$ cat config.mk
export PLATFORM = sky130hd
export DESIGN_NAME = cva6_vcfg_unit
export DESIGN_NICKNAME = d
export VERILOG_FILES = /design/src/rtl/cva6_vec_pkg.sv /design/src/rtl/cva6_vcfg_unit_chk.sv /design/src/rtl/cva6_vlmax_calc.sv /design/src/rtl/cva6_vcfg_unit.sv
export SDC_FILE = /design/constraint.sdc
export NUM_CORES = 1
export LEC_CHECK = 0
export ABC_AREA = 1
export BUFFER_PORTS_ARGS = -buffer_cell sky130_fd_sc_hd__buf_2
export CAP_MARGIN = 20
export CORE_AREA = 4 4 178 180
export CTS_BUF_LIST = sky130_fd_sc_hd__clkbuf_4
export CTS_CLUSTER_SIZE = 40
export DETAILED_ROUTE_END_ITERATION = 8
export DIE_AREA = 0 0 182 184
export GPL_TIMING_DRIVEN = 0
export SETUP_SLACK_MARGIN = 0.15
export SYNTH_ARGS = -nofsm -noshare
export SYNTH_HDL_FRONTEND = slang
export SYNTH_SLANG_ARGS = --single-unit
$ cat constraint.sdc
create_clock -name clk_i -period 4.8 [get_ports clk_i]
set_input_delay 0.72 -clock clk_i [delete_from_list [all_inputs] [get_ports clk_i]]
set_output_delay 0.72 -clock clk_i [all_outputs]
set_load 0.02 [all_outputs]
$ cat src/rtl/cva6_vec_pkg.sv
// Shared vector-configuration types and constants for the RVV-enabled 64-bit core.
// Optional feature macro: CVA6_VCFG_FRAC_LMUL_EN (fractional LMUL support).
package cva6_vec_pkg;

    localparam int unsigned XLEN          = 64;
    localparam int unsigned VLEN          = 64;
    localparam int unsigned ELEN          = 64;
    localparam int unsigned TRANS_ID_BITS = 3;
    localparam int unsigned MAX_OUTST     = 8;
    localparam int unsigned CNT_W         = $clog2(MAX_OUTST + 1);
    localparam int unsigned VSTART_W      = $clog2(VLEN);

    typedef enum logic [1:0] {
        VSETVLI   = 2'd0,
        VSETIVLI  = 2'd1,
        VSETVL    = 2'd2,
        VSET_RSVD = 2'd3
    } vset_op_e;

    typedef struct packed {
        logic              vill;
        logic [XLEN-10:0]  reserved;
        logic              vma;
        logic              vta;
        logic [2:0]        vsew;
        logic [2:0]        vlmul;
    } vtype_t;

    localparam logic [XLEN-1:0] VTYPE_ILL = {1'b1, {(XLEN-1){1'b0}}};

    localparam logic [2:0] LMUL_1    = 3'b000;
    localparam logic [2:0] LMUL_2    = 3'b001;
    localparam logic [2:0] LMUL_4    = 3'b010;
    localparam logic [2:0] LMUL_8    = 3'b011;
    localparam logic [2:0] LMUL_RSVD = 3'b100;
    localparam logic [2:0] LMUL_F8   = 3'b101;
    localparam logic [2:0] LMUL_F4   = 3'b110;
    localparam logic [2:0] LMUL_F2   = 3'b111;

    localparam logic [2:0] SEW_8     = 3'b000;
    localparam logic [2:0] SEW_16    = 3'b001;
    localparam logic [2:0] SEW_32    = 3'b010;
    localparam logic [2:0] SEW_64    = 3'b011;

    // Unsigned minimum over the full register width.
    function automatic logic [XLEN-1:0] umin(input logic [XLEN-1:0] a, input logic [XLEN-1:0] b);
        umin = (a < b) ? a : b;
    endfunction

endpackage

$ cat src/rtl/cva6_vcfg_unit_chk.sv
// Property checker for the outstanding vector-op counter of cva6_vcfg_unit.
module cva6_vcfg_unit_chk
    import cva6_vec_pkg::*;
(
    input logic             clk_i,
    input logic             rst_i,
    input logic [CNT_W-1:0] cnt_i,
    input logic             vec_issue_i,
    input logic             vec_retire_i
);

    localparam logic [CNT_W-1:0] CNT_MAX = CNT_W'(MAX_OUTST);

    a_cnt_overflow: assert property (@(posedge clk_i) disable iff (rst_i)
        !(vec_issue_i && !vec_retire_i && (cnt_i == CNT_MAX)));

    a_cnt_underflow: assert property (@(posedge clk_i) disable iff (rst_i)
        !(vec_retire_i && !vec_issue_i && (cnt_i == {CNT_W{1'b0}})));

endmodule

$ cat src/rtl/cva6_vlmax_calc.sv
// Combinational VLMAX / legality evaluation for an encoded {vsew, vlmul} pair.
// Shifts only; no divider. Fractional LMUL depends on CVA6_VCFG_FRAC_LMUL_EN.
module cva6_vlmax_calc
    import cva6_vec_pkg::*;
(
    input  logic [2:0]      vsew_i,
    input  logic [2:0]      vlmul_i,
    output logic [XLEN-1:0] vlmax_o,
    output logic            illegal_o
);

    localparam logic [XLEN-1:0] VLEN_X    = XLEN'(VLEN);
    localparam logic [XLEN-1:0] ELEN_X    = XLEN'(ELEN);
    localparam logic [XLEN-1:0] SEW_MIN_X = XLEN'(64'd8);

    logic [XLEN-1:0] sew_s;
    logic [XLEN-1:0] per_lmul1_s;
    logic [XLEN-1:0] vlmax_s;
    logic            illegal_s;
`ifdef CVA6_VCFG_FRAC_LMUL_EN
    logic [3:0]      frac_shift_s;
`endif

    // Derive SEW, VLEN/SEW, VLMAX and the illegal flag from the encoded fields
    always_comb begin
        sew_s       = SEW_MIN_X << vsew_i;
        per_lmul1_s = VLEN_X >> (4'd3 + {1'b0, vsew_i});
        vlmax_s     = '0;
        illegal_s   = 1'b0;
`ifdef CVA6_VCFG_FRAC_LMUL_EN
        frac_shift_s = 4'd0;
`endif
        case (vlmul_i)
            LMUL_1, LMUL_2, LMUL_4, LMUL_8: begin
                vlmax_s = per_lmul1_s << vlmul_i[1:0];
            end
`ifdef CVA6_VCFG_FRAC_LMUL_EN
            LMUL_F8, LMUL_F4, LMUL_F2: begin
                // 101 -> /8, 110 -> /4, 111 -> /2
                frac_shift_s = 4'd8 - {1'b0, vlmul_i};
                vlmax_s      = per_lmul1_s >> frac_shift_s;
                illegal_s    = sew_s > (ELEN_X >> frac_shift_s);
            end
`else
            LMUL_F8, LMUL_F4, LMUL_F2: begin
                illegal_s = 1'b1;
            end
`endif
            default: begin
                illegal_s = 1'b1;
            end
        endcase
        illegal_s = illegal_s | (vsew_i > SEW_64) | (sew_s > ELEN_X) | (vlmax_s == '0);
    end

    assign vlmax_o   = vlmax_s;
    assign illegal_o = illegal_s;

endmodule

$ cat src/rtl/cva6_vcfg_unit.sv
// vset{i}vl{i} execution unit: holds vl/vtype/vstart, drains in-flight vector ops
// before reconfiguring, and writes the new vl back two cycles after acceptance.
// Optional feature macro: CVA6_VCFG_FRAC_LMUL_EN (fractional LMUL support).
module cva6_vcfg_unit
    import cva6_vec_pkg::*;
(
    input  logic                     clk_i,
    input  logic                     rst_i,
    input  logic                     flush_i,
    input  logic                     req_valid_i,
    output logic                     req_ready_o,
    input  logic [1:0]               req_op_i,
    input  logic [XLEN-1:0]          req_avl_i,
    input  logic [XLEN-1:0]          req_vtype_i,
    input  logic                     req_rs1_x0_i,
    input  logic                     req_rd_x0_i,
    input  logic [TRANS_ID_BITS-1:0] req_trans_id_i,
    output logic                     resp_valid_o,
    output logic [TRANS_ID_BITS-1:0] resp_trans_id_o,
    output logic [XLEN-1:0]          resp_result_o,
    input  logic                     vec_issue_i,
    input  logic                     vec_retire_i,
    output logic                     vec_busy_o,
    output logic                     vcfg_busy_o,
    output logic [XLEN-1:0]          vl_o,
    output logic [XLEN-1:0]          vtype_o,
    input  logic                     vstart_we_i,
    input  logic [XLEN-1:0]          vstart_wdata_i,
    output logic [XLEN-1:0]          vstart_o
);

    typedef enum logic [1:0] {IDLE = 2'd0, DRAIN = 2'd1, COMPUTE = 2'd2, RESP = 2'd3} vcfg_state_e;

    localparam logic [CNT_W-1:0] CNT_MAX = CNT_W'(MAX_OUTST);

    vcfg_state_e              state_r, state_s;
    logic [CNT_W-1:0]         cnt_r;
    logic [XLEN-1:0]          vl_r, vtype_r, vstart_r;
    vset_op_e                 req_op_r;
    logic [XLEN-1:0]          req_avl_r, req_vtype_r;
    logic                     req_rs1_x0_r, req_rd_x0_r;
    logic [TRANS_ID_BITS-1:0] resp_id_r;
    logic                     resp_valid_r;
    logic [XLEN-1:0]          resp_result_r;
    logic                     accept_s, commit_s;
    logic [XLEN-1:0]          vlmax_s, vl_new_s;
    logic                     calc_ill_s, ill_s;
    vtype_t                   vtype_new_s;

    cva6_vlmax_calc i_vlmax_calc (
        .vsew_i    (req_vtype_r[5:3]),
        .vlmul_i   (req_vtype_r[2:0]),
        .vlmax_o   (vlmax_s),
        .illegal_o (calc_ill_s)
    );

    cva6_vcfg_unit_chk i_chk (
        .clk_i        (clk_i),
        .rst_i        (rst_i),
        .cnt_i        (cnt_r),
        .vec_issue_i  (vec_issue_i),
        .vec_retire_i (vec_retire_i)
    );

    // Next-state decode; commit_s marks the COMPUTE exit that updates architectural state
    always_comb begin
        state_s  = state_r;
        accept_s = 1'b0;
        commit_s = 1'b0;
        case (state_r)
            IDLE: begin
                if (req_valid_i) begin
                    accept_s = 1'b1;
                    state_s  = ((cnt_r != {CNT_W{1'b0}}) || vec_issue_i) ? DRAIN : COMPUTE;
                end else begin
                    state_s = IDLE;
                end
            end
            DRAIN: begin
                if (flush_i) begin
                    state_s = IDLE;
                end else if (cnt_r == {CNT_W{1'b0}}) begin
                    state_s = COMPUTE;
                end else begin
                    state_s = DRAIN;
                end
            end
            COMPUTE: begin
                if (flush_i) begin
                    state_s = IDLE;
                end else begin
                    commit_s = 1'b1;
                    state_s  = RESP;
                end
            end
            RESP: begin
                state_s = IDLE;
            end
            default: begin
                state_s = IDLE;
            end
        endcase
    end

    // New vl/vtype from the latched request; rs1=x0,rd=x0 keeps vl unless it no longer fits
    always_comb begin
        ill_s       = calc_ill_s | (|req_vtype_r[XLEN-1:8]);
        vl_new_s    = vl_r;
        vtype_new_s = '0;
        if ((req_op_r == VSETIVLI) || !req_rs1_x0_r) begin
            vl_new_s = umin(req_avl_r, vlmax_s);
        end else if (!req_rd_x0_r) begin
            vl_new_s = vlmax_s;
        end else begin
            vl_new_s = vl_r;
            ill_s    = ill_s | (vl_r > vlmax_s);
        end
        if (ill_s) begin
            vl_new_s    = '0;
            vtype_new_s = vtype_t'(VTYPE_ILL);
        end else begin
            vtype_new_s.vma   = req_vtype_r[7];
            vtype_new_s.vta   = req_vtype_r[6];
            vtype_new_s.vsew  = req_vtype_r[5:3];
            vtype_new_s.vlmul = req_vtype_r[2:0];
        end
    end

    // FSM state, request latch, architectural vl/vtype and writeback registers
    always_ff @(posedge clk_i) begin
        if (rst_i) begin
            state_r       <= IDLE;
            req_op_r      <= VSETVLI;
            req_avl_r     <= '0;
            req_vtype_r   <= '0;
            req_rs1_x0_r  <= 1'b0;
            req_rd_x0_r   <= 1'b0;
            resp_id_r     <= '0;
            vl_r          <= '0;
            vtype_r       <= VTYPE_ILL;
            resp_valid_r  <= 1'b0;
            resp_result_r <= '0;
        end else begin
            state_r      <= state_s;
            resp_valid_r <= commit_s;
            if (accept_s) begin
                req_op_r     <= vset_op_e'(req_op_i);
                req_avl_r    <= req_avl_i;
                req_vtype_r  <= req_vtype_i;
                req_rs1_x0_r <= req_rs1_x0_i;
                req_rd_x0_r  <= req_rd_x0_i;
                resp_id_r    <= req_trans_id_i;
            end
            if (commit_s) begin
                vl_r          <= vl_new_s;
                vtype_r       <= vtype_new_s;
                resp_result_r <= vl_new_s;
            end
        end
    end

    // vstart: cleared by a committing vset, otherwise written by the CSR port
    always_ff @(posedge clk_i) begin
        if (rst_i) begin
            vstart_r <= '0;
        end else if (commit_s) begin
            vstart_r <= '0;
        end else if (vstart_we_i) begin
            vstart_r <= {{(XLEN-VSTART_W){1'b0}}, vstart_wdata_i[VSTART_W-1:0]};
        end
    end

    // Outstanding vector-op counter, saturating at both ends; never flushed
    always_ff @(posedge clk_i) begin
        if (rst_i) begin
            cnt_r <= '0;
        end else if (vec_issue_i && !vec_retire_i && (cnt_r != CNT_MAX)) begin
            cnt_r <= cnt_r + {{(CNT_W-1){1'b0}}, 1'b1};
        end else if (vec_retire_i && !vec_issue_i && (cnt_r != {CNT_W{1'b0}})) begin
            cnt_r <= cnt_r - {{(CNT_W-1){1'b0}}, 1'b1};
        end
    end

    assign req_ready_o     = (state_r == IDLE);
    assign vcfg_busy_o     = (state_r != IDLE);
    assign vec_busy_o      = (cnt_r != {CNT_W{1'b0}});
    assign resp_valid_o    = resp_valid_r & ~flush_i;
    assign resp_trans_id_o = resp_id_r;
    assign resp_result_o   = resp_result_r;
    assign vl_o            = vl_r;
    assign vtype_o         = vtype_r;
    assign vstart_o        = vstart_r;

endmodule

==> impl_metrics.toml <==
[worst_setup_path]
cp_max_fo = 8
cp_slowest_stage_delay_ps = 370
cp_common_cell = "nand2_1"
r2r_start = "req_vtype_r[0]$_SDFFE_PP0P_"
crit_path_cell_trace = "inv_1, nor4_1, inv_1, o22ai_1, inv_1, ha_1, a21oi_1, o21a_1, nand3_1, nor2_2, nand2_1, nand2_1, nand2_1, nand2_1, a21oi_1"
critical_path_buf_inv_count = 3
crit_type = "reg -> reg"
arrival_ps = 3310
crit_family = "simple AND/OR/NAND/NOR gates"
startpoint_type = "flip-flop"
worstSetupEndpointType = "flip-flop"
cp_slowest_cell = "dfxtp_1"
startpoint = "req_vtype_r[0]$_SDFFE_PP0P_"
cp.required_ps = 5320

[timing]
setup_ws_ps = 2010
finalHoldViolCount = 0
setup_violations = 0
rsz0062_at_grt = "false"
slew_headroom = 0.478
fin_tns_setup_ps = 0
worst_slew_pin_slew_ps = 784
fmax_ghz = 0.358
worst_clock_skew_ps = 48.7
post-route-period-util = 0.582
min_period_ps = 2790
drv_slew = 0

[clock_network]
clock_latency_ps = 700
cts_sinks = 221
clk_pin_slew_ps = 70
tritoncts = "built"
cts_buffer_depth = 3
postCtsHoldBufs = 0
cts_root_buffer = "clkbuf_4"
post_cts_buffers = 0
cts_resized = 0
numCtsBuffers = 61
ctsHtreeMaxLevel = 2

[drt]
route.detailed.drc = 0
wl_per_cell_um = 12.9
ant_nets = 0
routed_via_density = 4.13
first_iter_violations = 236
drt-pass1-iter-count = 7
wl_um = 28700
vias = 9189

[yosys]
ys_types = 34
synth-async-reset-ratio = 0
ys_top_cells_by_area = "dfxtp_1 44%, buf_4 13%, nor2_1 10%"
synthTopCellsByCount = "266 x nor2_1, 221 x dfxtp_1, 179 x buf_4, 149 x o21ai_0, 121 x inv_1"
synth_largest_area_cell = "dfxtp_1"
yosysSeqAreaShare = 0.442
syn_avg_cell_area_um2 = 7.64
synth-edff-count = 0
synth_top_area_frac = 0.442
synth_seq_cells = 221
yosys_warnings = 0
synth_area_um2 = 10000
synth.most_common_cell = "nor2_1"
synth-main-ff-cell = "dfxtp_1"
syn_inst = 1312

[floorplan]
die_area_um2 = 33500
rows = 64
ios = 469
die_w_um = 182
start_util = 0.332
die_h_um = 184
core_um2 = 30200

[power]
intPower_uw = 3150
switching_share = 0.307
pwr-share-comb = 0.193
p_clk_frac = 0.352
power.density_nw_per_um2 = 346
switchingPower_uw = 1400
peakVddDrop_v = 0.000179
p_seq_frac = 0.455
p_leak_uw = 0.00673

[placed_design]
dpl-instance-area_um2 = 12400
io_buffers = 297
dpl.hpwl_um = 23200
gp_congestion = 0.791
place_ws_ps = 2000

[global_route]
grt_max_degree = 17
grt_pass1_vias = 8624
gr-total-overflow = 0
grt_first_pass_wirelength_um = 43900
antenna_found_initial = 12
grt_usage = 0.162

[layout]
seq_area_um2 = 4420
post-route-cell-area_um2 = 13200
n_fill_cell = 3217
multi_input_area_um2 = 3970
nets = 2006
drive_above_1_share = 0.337
syn2layout_area_growth_pct = 31.4

[min_path]
worstHoldStart = "req_avl_i[36]"
holdCritPathClass = "in -> reg"

[run_status]
status = "complete, no violations"

[run]
cap_violations = 0
==> state kept, by name, indices dropped and copies added (netlist names) <==
name and count:
state_r 2, req_rd_x0_r 1, vstart_o 6, resp_result_o 64
resp_valid_r 1, req_op_r 2, req_rs1_x0_r 1, vtype_o 9
cnt_r 4, req_avl_r 64, req_vtype_r 64, resp_trans_id_o 3
==> placed cells by master (no fill, tap or decap), types with 8 or more instances in the layout <==
master	netlist	final
buf_2	1	298
nor2_1	266	266
dfxtp_1	221	221
buf_4	179	179
o21ai_0	149	149
inv_1	121	121
nand2_1	114	114
conb_1	1	113
clkbuf_4	0	88
a21oi_1	80	80
clkbuf_1	48	48
nor3_2	31	31
nand3_1	29	29
nand4_1	17	17
ha_1	15	15
clkinv_1	0	13
nor3_1	8	8
==> stage by stage <==
step | total power [uW] | instances | hold WS, ps | utilization
2_1_floorplan | 2750 | 1424 | 425 | -
3_3_place_gp | 2980 | 2117 | 412 | 0.411
3_5_place_dp | 3000 | 2117 | 419 | 0.411
4_1_cts | 4630 | 2222 | 203 | 0.436
5_1_grt | 4870 | 2224 | 212 | 0.436
6_report | 4550 | 2226 | 266 | 0.436
==> power groups by stage <==
stage	logic [uW]	registers (uW)	clock network (uW)
floorplan	648	2100	0
global placement	871	2110	0
detailed placement	885	2110	0
CTS	888	2070	1680
global route	1010	2090	1770
finish	879	2070	1600
==> cell families after synthesis <==
kind of cell | count (synthesis) | share of synthesized area
muxes | 1 | 0.000999
DFF | 221 | 0.442
and+or+nand+nor | 472 | 0.207
xor gates and xnor gates | 1 | 0.000874
buffers and inverters | 358 | 0.204
other | 1 | 0.000374
AOI/OAI and AO/OA | 242 | 0.124
adders and majority gates | 16 | 0.0207
==> layer usage <==
metal | share of wire | track usage
met3 | 0.084 | 0.0562
met1 | 0.42 | 0.187
met4 | 0.018 | 0.0465
met2 | 0.48 | 0.283
met5 | 0.0028 | 0
==> area by class of cell <==
type,count,share of cell area
Antenna cell,4,0.000760
Tap cell,396,0.0376
Multi-Input combinational cell,845,0.301
Inverter,124,0.0354
Clock inverter,17,0.00561
Clock buffer,88,0.0502
Timing Repair Buffer,297,0.113
Buffer,234,0.120
Sequential cell,221,0.336
==> worst paths after layout <==
kind | end | slack, ps | cells past startpoint
worst max-delay path | resp_result_o[6]$_SDFFE_PP0P_ | 2010 | 15
worst min-delay path | req_avl_r[36]$_SDFFE_PP0P_ | 270 | 3
worst max register to register | resp_result_o[6]$_SDFFE_PP0P_ | 2010 | 15
worst min register to register | vtype_o[2]$_SDFFE_PP0P_ | 420 | 2
==> worst register-to-register path: cells and delay by family, from the launching register on <==
kind | cells | cell delay (ps)
compound gates | 4 | 610
flops | 1 | 370
simple gates | 7 | 1100
buf+inv | 3 | 350
fa+ha+maj | 1 | 190
Power figures use the tool's default switching activity.
